**config.mk**
```make
export PLATFORM = sky130hd
export DESIGN_NAME = pc_gen
export DESIGN_NICKNAME = d
export VERILOG_FILES = /design/src/rtl/pc_gen.sv
export SDC_FILE = /design/constraint.sdc
export NUM_CORES = 1
export LEC_CHECK = 0
export ABC_AREA = 1
export CAP_MARGIN = 20
export CORE_MARGIN = 3
export CORE_UTILIZATION = 35
export CTS_BUF_LIST = sky130_fd_sc_hd__clkbuf_4
export DETAILED_ROUTE_END_ITERATION = 8
export SETUP_SLACK_MARGIN = 0.2
export SYNTH_ARGS = -nofsm -noshare
export SYNTH_HDL_FRONTEND = slang
export SYNTH_SLANG_ARGS = --single-unit
```
**constraint.sdc**
```tcl
create_clock -name clk -period 3.25 [get_ports clk]
set_clock_uncertainty 0.2 [all_clocks]
set_input_delay 0.65 -clock clk [delete_from_list [all_inputs] [get_ports clk]]
set_output_delay 0.65 -clock clk [all_outputs]
set_load 0.005 [all_outputs]
```
**src/rtl/pc_gen.sv**
```systemverilog
// pc_gen: program-counter generator for the single-cycle RV32 core.
// Handles stall, branch/jal/jalr redirect, trap entry, mret return and
// misaligned redirect targets (which divert into the trap vector).
// Optional return-address stack enabled by defining PC_GEN_RAS_EN.
module pc_gen #(
  parameter int              XLEN      = 32,
  parameter logic [XLEN-1:0] RESET_VEC = 32'h0000_0000,
  parameter logic [XLEN-1:0] TRAP_VEC  = 32'h0000_0100,
  parameter int              RAS_DEPTH = 4
) (
  input  logic            clk,
  input  logic            reset,
  input  logic            stall,
  input  logic [2:0]      pcmux,
  input  logic [XLEN-1:0] immb,
  input  logic [XLEN-1:0] immj,
  input  logic [XLEN-1:0] jt,
`ifdef PC_GEN_RAS_EN
  input  logic            ras_push,
  input  logic            ras_pop,
  output logic [XLEN-1:0] ras_top,
  output logic            ras_empty,
`endif
  output logic [XLEN-1:0] pc,
  output logic [XLEN-1:0] pc_plus4,
  output logic            pc_valid,
  output logic [XLEN-1:0] mepc,
  output logic            misalign
);

  localparam logic [2:0] MUX_SEQ  = 3'b000;
  localparam logic [2:0] MUX_BR   = 3'b001;
  localparam logic [2:0] MUX_JAL  = 3'b010;
  localparam logic [2:0] MUX_JALR = 3'b011;
  localparam logic [2:0] MUX_TRAP = 3'b100;
  localparam logic [2:0] MUX_MRET = 3'b101;

  localparam logic [XLEN-1:0] PC_STEP  = XLEN'(3'd4);
  localparam logic [XLEN-1:0] XLEN_ZRO = {XLEN{1'b0}};

  typedef enum logic [0:0] {
    ST_BOOT = 1'b0,
    ST_RUN  = 1'b1
  } state_t;

  state_t          state_r, state_s;
  logic [XLEN-1:0] pc_r, pc_s;
  logic [XLEN-1:0] mepc_r, mepc_s;
  logic            misalign_r, misalign_s;
  logic            pc_valid_r, pc_valid_s;
  logic [XLEN-1:0] pc_plus4_s;
  logic [XLEN-1:0] target_s;
  logic            redirect_s;
  logic            is_mret_s;

  assign pc_plus4_s = pc_r + PC_STEP;

  assign pc       = pc_r;
  assign pc_plus4 = pc_plus4_s;
  assign pc_valid = pc_valid_r;
  assign mepc     = mepc_r;
  assign misalign = misalign_r;

  // Decode the candidate next PC selected by pcmux (before stall/trap priority).
  always_comb begin
    target_s   = pc_r;
    redirect_s = 1'b0;
    is_mret_s  = 1'b0;
    case (pcmux)
      MUX_SEQ:  target_s = pc_plus4_s;
      MUX_BR: begin
        target_s   = pc_r + immb;
        redirect_s = 1'b1;
      end
      MUX_JAL: begin
        target_s   = pc_r + immj;
        redirect_s = 1'b1;
      end
      MUX_JALR: begin
        target_s   = {jt[XLEN-1:1], 1'b0};
        redirect_s = 1'b1;
      end
      MUX_MRET: begin
        target_s   = mepc_r;
        redirect_s = 1'b1;
        is_mret_s  = 1'b1;
      end
      default:  target_s = pc_r;
    endcase
  end

  // Next-state logic: BOOT holds the reset vector for one cycle, RUN applies
  // trap > stall > redirect/sequential priority with misalignment diversion.
  always_comb begin
    state_s    = state_r;
    pc_s       = pc_r;
    mepc_s     = mepc_r;
    misalign_s = 1'b0;
    pc_valid_s = pc_valid_r;
    case (state_r)
      ST_BOOT: begin
        state_s    = ST_RUN;
        pc_s       = RESET_VEC;
        pc_valid_s = 1'b1;
      end
      ST_RUN: begin
        pc_valid_s = 1'b1;
        if (pcmux == MUX_TRAP) begin
          pc_s   = TRAP_VEC;
          mepc_s = pc_r;
        end else if (stall) begin
          pc_s = pc_r;
        end else if (redirect_s && (target_s[1:0] != 2'b00)) begin
          // Misaligned target is never loaded; enter the trap vector instead.
          // mret keeps the existing mepc so the return address is not lost.
          pc_s       = TRAP_VEC;
          misalign_s = 1'b1;
          if (is_mret_s) begin
            mepc_s = mepc_r;
          end else begin
            mepc_s = pc_r;
          end
        end else begin
          pc_s = target_s;
        end
      end
      default: begin
        state_s    = ST_BOOT;
        pc_s       = RESET_VEC;
        mepc_s     = XLEN_ZRO;
        pc_valid_s = 1'b0;
      end
    endcase
  end

  // State and PC registers with synchronous active-low reset.
  always_ff @(posedge clk) begin
    if (!reset) begin
      state_r    <= ST_BOOT;
      pc_r       <= RESET_VEC;
      mepc_r     <= XLEN_ZRO;
      misalign_r <= 1'b0;
      pc_valid_r <= 1'b0;
    end else begin
      state_r    <= state_s;
      pc_r       <= pc_s;
      mepc_r     <= mepc_s;
      misalign_r <= misalign_s;
      pc_valid_r <= pc_valid_s;
    end
  end

`ifdef PC_GEN_RAS_EN
  localparam int              PW       = $clog2(RAS_DEPTH);
  localparam logic [PW:0]     RAS_FULL = (PW+1)'(RAS_DEPTH);
  localparam logic [PW-1:0]   PTR_ONE  = PW'(1'b1);
  localparam logic [PW:0]     CNT_ONE  = (PW+1)'(1'b1);
  localparam logic [PW:0]     CNT_ZRO  = {(PW+1){1'b0}};

  logic [XLEN-1:0] ras_mem_r [RAS_DEPTH];
  logic [PW-1:0]   ras_wp_r, ras_wp_s;
  logic [PW:0]     ras_cnt_r, ras_cnt_s;
  logic [PW-1:0]   ras_top_idx_s;
  logic [PW-1:0]   ras_widx_s;
  logic            ras_we_s;
  logic            ras_go_s;
  logic            ras_do_push_s;
  logic            ras_do_pop_s;

  assign ras_top_idx_s = ras_wp_r - PTR_ONE;
  assign ras_go_s      = (state_r == ST_RUN) && !stall && (pcmux != MUX_TRAP);
  assign ras_do_push_s = ras_go_s && ras_push;
  assign ras_do_pop_s  = ras_go_s && ras_pop && (ras_cnt_r != CNT_ZRO);
  assign ras_empty     = (ras_cnt_r == CNT_ZRO);
  assign ras_top       = ras_empty ? XLEN_ZRO : ras_mem_r[ras_top_idx_s];

  // Stack pointer/count update; a full stack overwrites its oldest entry
  // because the write pointer simply wraps.
  always_comb begin
    ras_wp_s   = ras_wp_r;
    ras_cnt_s  = ras_cnt_r;
    ras_we_s   = 1'b0;
    ras_widx_s = ras_wp_r;
    if (ras_do_push_s && ras_do_pop_s) begin
      ras_we_s   = 1'b1;
      ras_widx_s = ras_top_idx_s;
    end else if (ras_do_push_s) begin
      ras_we_s   = 1'b1;
      ras_widx_s = ras_wp_r;
      ras_wp_s   = ras_wp_r + PTR_ONE;
      if (ras_cnt_r == RAS_FULL) begin
        ras_cnt_s = ras_cnt_r;
      end else begin
        ras_cnt_s = ras_cnt_r + CNT_ONE;
      end
    end else if (ras_do_pop_s) begin
      ras_wp_s  = ras_wp_r - PTR_ONE;
      ras_cnt_s = ras_cnt_r - CNT_ONE;
    end else begin
      ras_we_s = 1'b0;
    end
  end

  // Return-address stack storage and pointers.
  always_ff @(posedge clk) begin
    if (!reset) begin
      ras_wp_r  <= {PW{1'b0}};
      ras_cnt_r <= CNT_ZRO;
      for (int i = 0; i < RAS_DEPTH; i++) begin
        ras_mem_r[i] <= XLEN_ZRO;
      end
    end else begin
      ras_wp_r  <= ras_wp_s;
      ras_cnt_r <= ras_cnt_s;
      if (ras_we_s) begin
        ras_mem_r[ras_widx_s] <= pc_plus4_s;
      end
    end
  end
`endif

endmodule

```
Yosys cells after proc, flatten, opt, wreduce, memory -nomap -nowiden
Cells that the tools add are included.
W data, S select, Z words.
Operators by class
  $add $sub $neg: 3
  $mul: 0
  divide/modulo/power cells: 0
  order comparisons: 0
  eq/ne operators: 9
  shifts and indexed selects: 0
  muxes and demuxes: 13
  bitwise logic cells: 2
  reductions and logical operators: 8
Operators with widths (count)
  $mux W32: 7
  $pmux W32 S5: 1
  $add A32 B32 Y32: 2
  $pmux W32 S2: 1
  $add A32 B3 Y32 const B: 1
  $ne A8 B1 Y1 const B: 1
  $reduce_or A4 Y1: 2
  $eq A3 B2 Y1 const B: 2
  $eq A3 B3 Y1 const B: 2
  $mux W1: 4
  $ne A2 B1 Y1 const B: 2
  $reduce_and A4 Y1: 1
  $reduce_bool A2 Y1: 2
  $eq A3 B1 Y1 const B: 1
  $logic_not A3 Y1: 1
  $ne A3 B2 Y1 const B: 1
  $not A1 Y1: 2
  $reduce_and A2 Y1: 1
  $logic_and A1 B1 Y1: 1
Word-level totals
  bits in registers: 66
  bits in latches: 0
  RAM bits: 0
  ROM bits: 0
  output and inout port bits: 98
  memories: 0

Longest topological paths before layout
  depth in word-level cells: 8
  mapped depth: 19

Least setup slack after synthesis
No wires, ideal clock.
  kind: in2reg
  start point: input port pcmux[0]
  end point: register pc_r[16] (netlist: pc[16])
  setup time: 132 ps
  data arrival time: 3118 ps
  data required time: 2918 ps
  setup slack: -200 ps
  cell stages on the path: 16
  cell sequence: nand3b_4 > clkbuf_1 > mux2_2 > ha_1 > fa_1 > nand3_1 > nand3_1 > nand2_1 > nand2_1 > nand2_1 > nand2_1 > or2_2 > nand3_1 > nand3_1 > nand2_1 > a21oi_1
Between the ends
  word-level cells in the longest chain between the ends: 8
  elaborated cells on any way between the ends: 18
  those cells by class: 7 x eq/ne; 6 x mux; 5 x reduce/logical
RTL lines
  from (decl): RTL line 14  | input logic [2:0] pcmux,
  $eq A3 B3 Y1, or another cell as far along: RTL line 69  | case (pcmux)
  $pmux W32 S5 or $reduce_or A4 Y1 (tied branches)
  $reduce_bool A2 Y1 or $mux W1 (tied branches): RTL line 113, 69
  $logic_and A1 B1 Y1: RTL line 113  | end else if (redirect_s && (target_s[1:0] != 2'b00)) begin
  $mux W32: RTL line 113
  $mux W32: RTL line 111  | end else if (stall) begin
  $mux W32: RTL line 108  | if (pcmux == MUX_TRAP) begin
  $pmux W32 S2: RTL line 100  | case (state_r)
  to (signal assigned): RTL line 146  | pc_r <= pc_s;
  to (decl): RTL line 47  | logic [XLEN-1:0] pc_r, pc_s;
Several ways; a longest one is shown, not always the timed one. The select of a mux whose other input is x is not followed.
A chain may end at the register's enable or synchronous reset.

Final worst setup path
  start point: register pc_r[10] (netlist: pc[10])
  end point: output port pc_plus4[27]
Between the ends
  word-level cells in the longest chain between the ends: 1
RTL lines
  $add A32 B3 Y32: RTL line 56  | assign pc_plus4_s = pc_r + PC_STEP;
  to (decl): RTL line 25  | output logic [XLEN-1:0] pc_plus4,
Every way passes these cells.

==> out/summary.txt <==
========================================================================================
CTS HTree Levels                                                                       3
Number of vias per cell                                                             5.09
Worst rel slew slack                                                               63.5%
Commonest register cell after synthesis                                     sky130_fd_sc_hd__dfxtp_1
Starting density of the core                                                       36.1%
Largest driver fanout on the critical path                                             4
Slowest library cell on the worst path                                      sky130_fd_sc_hd__clkdlybuf4s50_1
Placement Cell Area                                                           0.0100 mm²
Routed length on met3                                                            2980 µm
Final number of hold-violating endpoints                                               0
Most frequent cell on the critical path                                     sky130_fd_sc_hd__nand2_1
Avg WL per Cell                                                                  17.1 µm
Instance count of the mapped netlist                                                1186
Kind of critical path                                                       flip-flop to output pin
Die Y-Extent                                                                      146 µm
Number of top-level pins                                                             200
CTS buffer count                                                                       9
Sort of element at the start of the critical path                              flip-flop
Antenna-violating nets left                                                            0
Shortest clock period the worst path allows after layout                         3.11 ns
Type of the worst min-delay path                                            flip-flop to flip-flop
Utilization after layout                                                           60.0%
Maximum count of clock buffers along a single path                                     2
Largest stage delay on the critical path                                         0.51 ns
Number of antenna violations at the first check in global routing                      1
Maximum number of pins on one net before global-route repair                          40
Static Leak                                                                      5.38 nW
Critical Path AT                                                                 2.26 ns
Core region area                                                              0.0190 mm²
Gr ovfl total                                                                          0
Max-slew violation total from the final report                                         0
Post-detailed-placement half-perimeter wirelength                               22900 µm
Largest area contributor in the netlist                                     sky130_fd_sc_hd__nand2_1
Detailed Route Iter0 Violations                                                     1006
CP bufs+invs                                                                           1
Maximum achievable frequency                                                   0.321 GHz
Leading cell type in the layout, fill and taps excluded                     sky130_fd_sc_hd__nand2_1
HP Start                                                                         mepc[3]
Clock Tree Root                                                             sky130_fd_sc_hd__clkbuf_4
Setup repair after global routing missed its margin                                 true
Max_cap viols                                                                          0
Mapped Nets                                                                         1328
Met2 Wirelength                                                                 13700 µm
Fraction of layout cells with a size suffix above 1                                26.3%
PD cells                                                                      199 mW/mm²
Measured slew at the worst slew-check pin                                       0.547 ns
Clock tree from TritonCTS                                                           done
Worst-case vdd ir drop                                                            148 µV
Timing startpoint of the critical path                                            pc[10]
Top layer used by detailed routing                                                  met4
Post-synthesis average cell area                                                5.76 µm²
Crit path capture type                                                        output pin
Vias in the first global route                                                      8454
Area share of the leading cell type in the synthesized netlist                     24.9%
TritonRoute pass-1 iters                                                               5
Remaining routing DRC violations                                                       0
Portion of the clock cycle consumed by the worst path in the final layout          95.8%
Total length of routed wires                                                    30800 µm
Library cells used by synthesis                                                       34
Share of flip-flops with an asynchronous set or reset after synthesis                 0%
Clock slew at the register clock pins of the worst setup and hold paths          0.12 ns
Die Wd                                                                            146 µm
Clock network latency to the later pin of the worst-skew pair                    0.44 ns
Total die area                                                                0.0212 mm²
YS warnings                                                                            0
Post-Layout Inst Area                                                         0.0114 mm²
Share of synthesized area occupied by flip-flops and latches                       19.3%
Setup Total Neg Slack                                                               0 ns
Outcome                                                                     finished, final reports clean
Total clock sinks                                                                     66
Nets                                                                                1673
Required time at the endpoint of the critical path                               2.40 ns
Source of the worst register-to-register timing path                               pc[0]
Highest-count cells in the layout ignoring fill and taps                    423 x sky130_fd_sc_hd__nand2_1, 178 x sky130_fd_sc_hd__clkdlybuf4s50_1, 154 x sky130_fd_sc_hd__buf_4, 145 x sky130_fd_sc_hd__inv_1, 100 x sky130_fd_sc_hd__nand3_1
Worst path top cell family by delay                                         simple AND/OR/NAND/NOR gates
Number of synthesized flops with an enable pin                                         0
Total of hold buffers inserted after clock tree synthesis                              0
Layout filler cell count                                                            1762
Global-route wire length before repair                                          45700 µm
Synth top area cells                                                        sky130_fd_sc_hd__nand2_1 25%, sky130_fd_sc_hd__dfxtp_1 19%, sky130_fd_sc_hd__nand3_1 8.3%
Layout Area Growth over Synthesis                                                  66.4%
Total setup violations reported at the end of the flow                                 0
Flop and latch count out of synthesis                                                 66
Post-route met1 wirelength                                                      13400 µm
Site Rows                                                                             50
Via count                                                                           9142
Global placement routability congestion                                            0.920
Overall fraction of global-route tracks in use                                     26.8%
Worst path cell trace                                                       nand2_1 -> nor2_4 -> nand4_1 -> nor2_2 -> nand3_1 -> nand2_1 -> clkdlybuf4s50_1
Port Buffers                                                                         198
Cell area after synthesis                                                    0.00683 mm²
========================================================================================
kinds of logic (layout without fill, tap and decap cells):
kind of cell / after synthesis / count (layout) / share of synthesized area (%)
other cells: 0 / 1 / 0
compound gates: 138 / 138 / 11.8
mux: 31 / 31 / 5.11
flops: 66 / 66 / 19.3
fa+ha+maj: 40 / 40 / 7.43
xor+xnor: 19 / 19 / 2.44
buf+inv: 192 / 540 / 11.1
simple gates: 700 / 702 / 42.8
routing by layer:
layer	vias up	GRT usage [%]
li1	4499	-
met1	4129	37.0
met2	450	41.9
met3	64	6.26
met4	0	7.08
met5	-	0
flip-flops by register name, summed over array words and instances (netlist names):
name,flops
misalign,1
pc,32
pc_valid,1
mepc,32
where the power goes:
part / total [mW] / internal [mW] / switching [mW]
clock: 0.651 / 0.310 / 0.341
sequential: 0.821 / 0.809 / 0.0118
combinational: 0.796 / 0.405 / 0.392
synthesized netlist by cell type (all sizes together) (2+ instances only):
library cell  count
clkbuf           25
o21bai            3
nand3           113
and2              5
nand3b            8
or2              14
mux2             31
dfxtp            66
xnor2             5
nand2           453
nor3             16
a22oi             7
xor2             14
a2111oi           2
ha               39
a21oi            98
inv             152
o21ai             6
nand4            15
buf              15
a22o             18
nor2             75
area by class of cell:
cell class / instances / area (µm²) / share of cell area, %
Inverter: 152 / 573 / 5.04
Multi-Input combinational cell: 930 / 5510 / 48.4
Timing Repair Buffer: 372 / 3430 / 30.1
Clock inverter: 7 / 93.8 / 0.825
Sequential cell: 66 / 1380 / 12.1
Antenna cell: 1 / 2.50 / 0.0220
Clock buffer: 9 / 67.6 / 0.594
Tap cell: 260 / 325 / 2.86
stage by stage:
step	instances	setup slack (ns)	total power, mW	hold slack (ns)
global placement	1735	-0.717	1.53	0.262
CTS	1776	0.122	2.20	0.287
finish	1797	0.136	2.27	0.288
floorplan	1186	0.185	1.17	0.268
detailed placement	1735	-0.736	1.54	0.270
global route	1797	0.0815	2.38	0.312
repair_timing:
| action | in CTS | in global routing |
|---|---|---|
| setup endpoints to repair | 89 | 81 |
| pin swaps | 15 | 44 |
| setup buffers | 21 | 18 |
| gates cloned | 4 | 2 |
| gates resized for setup | 111 | 127 |
tightest hold or removal path, cell delays in order, from the launching register on:
cell and delay [ns]:
sky130_fd_sc_hd__dfxtp_1 0.34, sky130_fd_sc_hd__nand2_1 0.06, sky130_fd_sc_hd__a21oi_1 0.05
worst paths after layout:
path | endpoint | slack [ns] | depth (start not counted)
min reg2reg | mepc[3] | 0.29 | 2
max | pc_plus4[27] | 0.14 | 7
min | mepc[3] | 0.29 | 2
max reg2reg | pc[17] | 0.66 | 10
(Power assumes the default switching activity.)
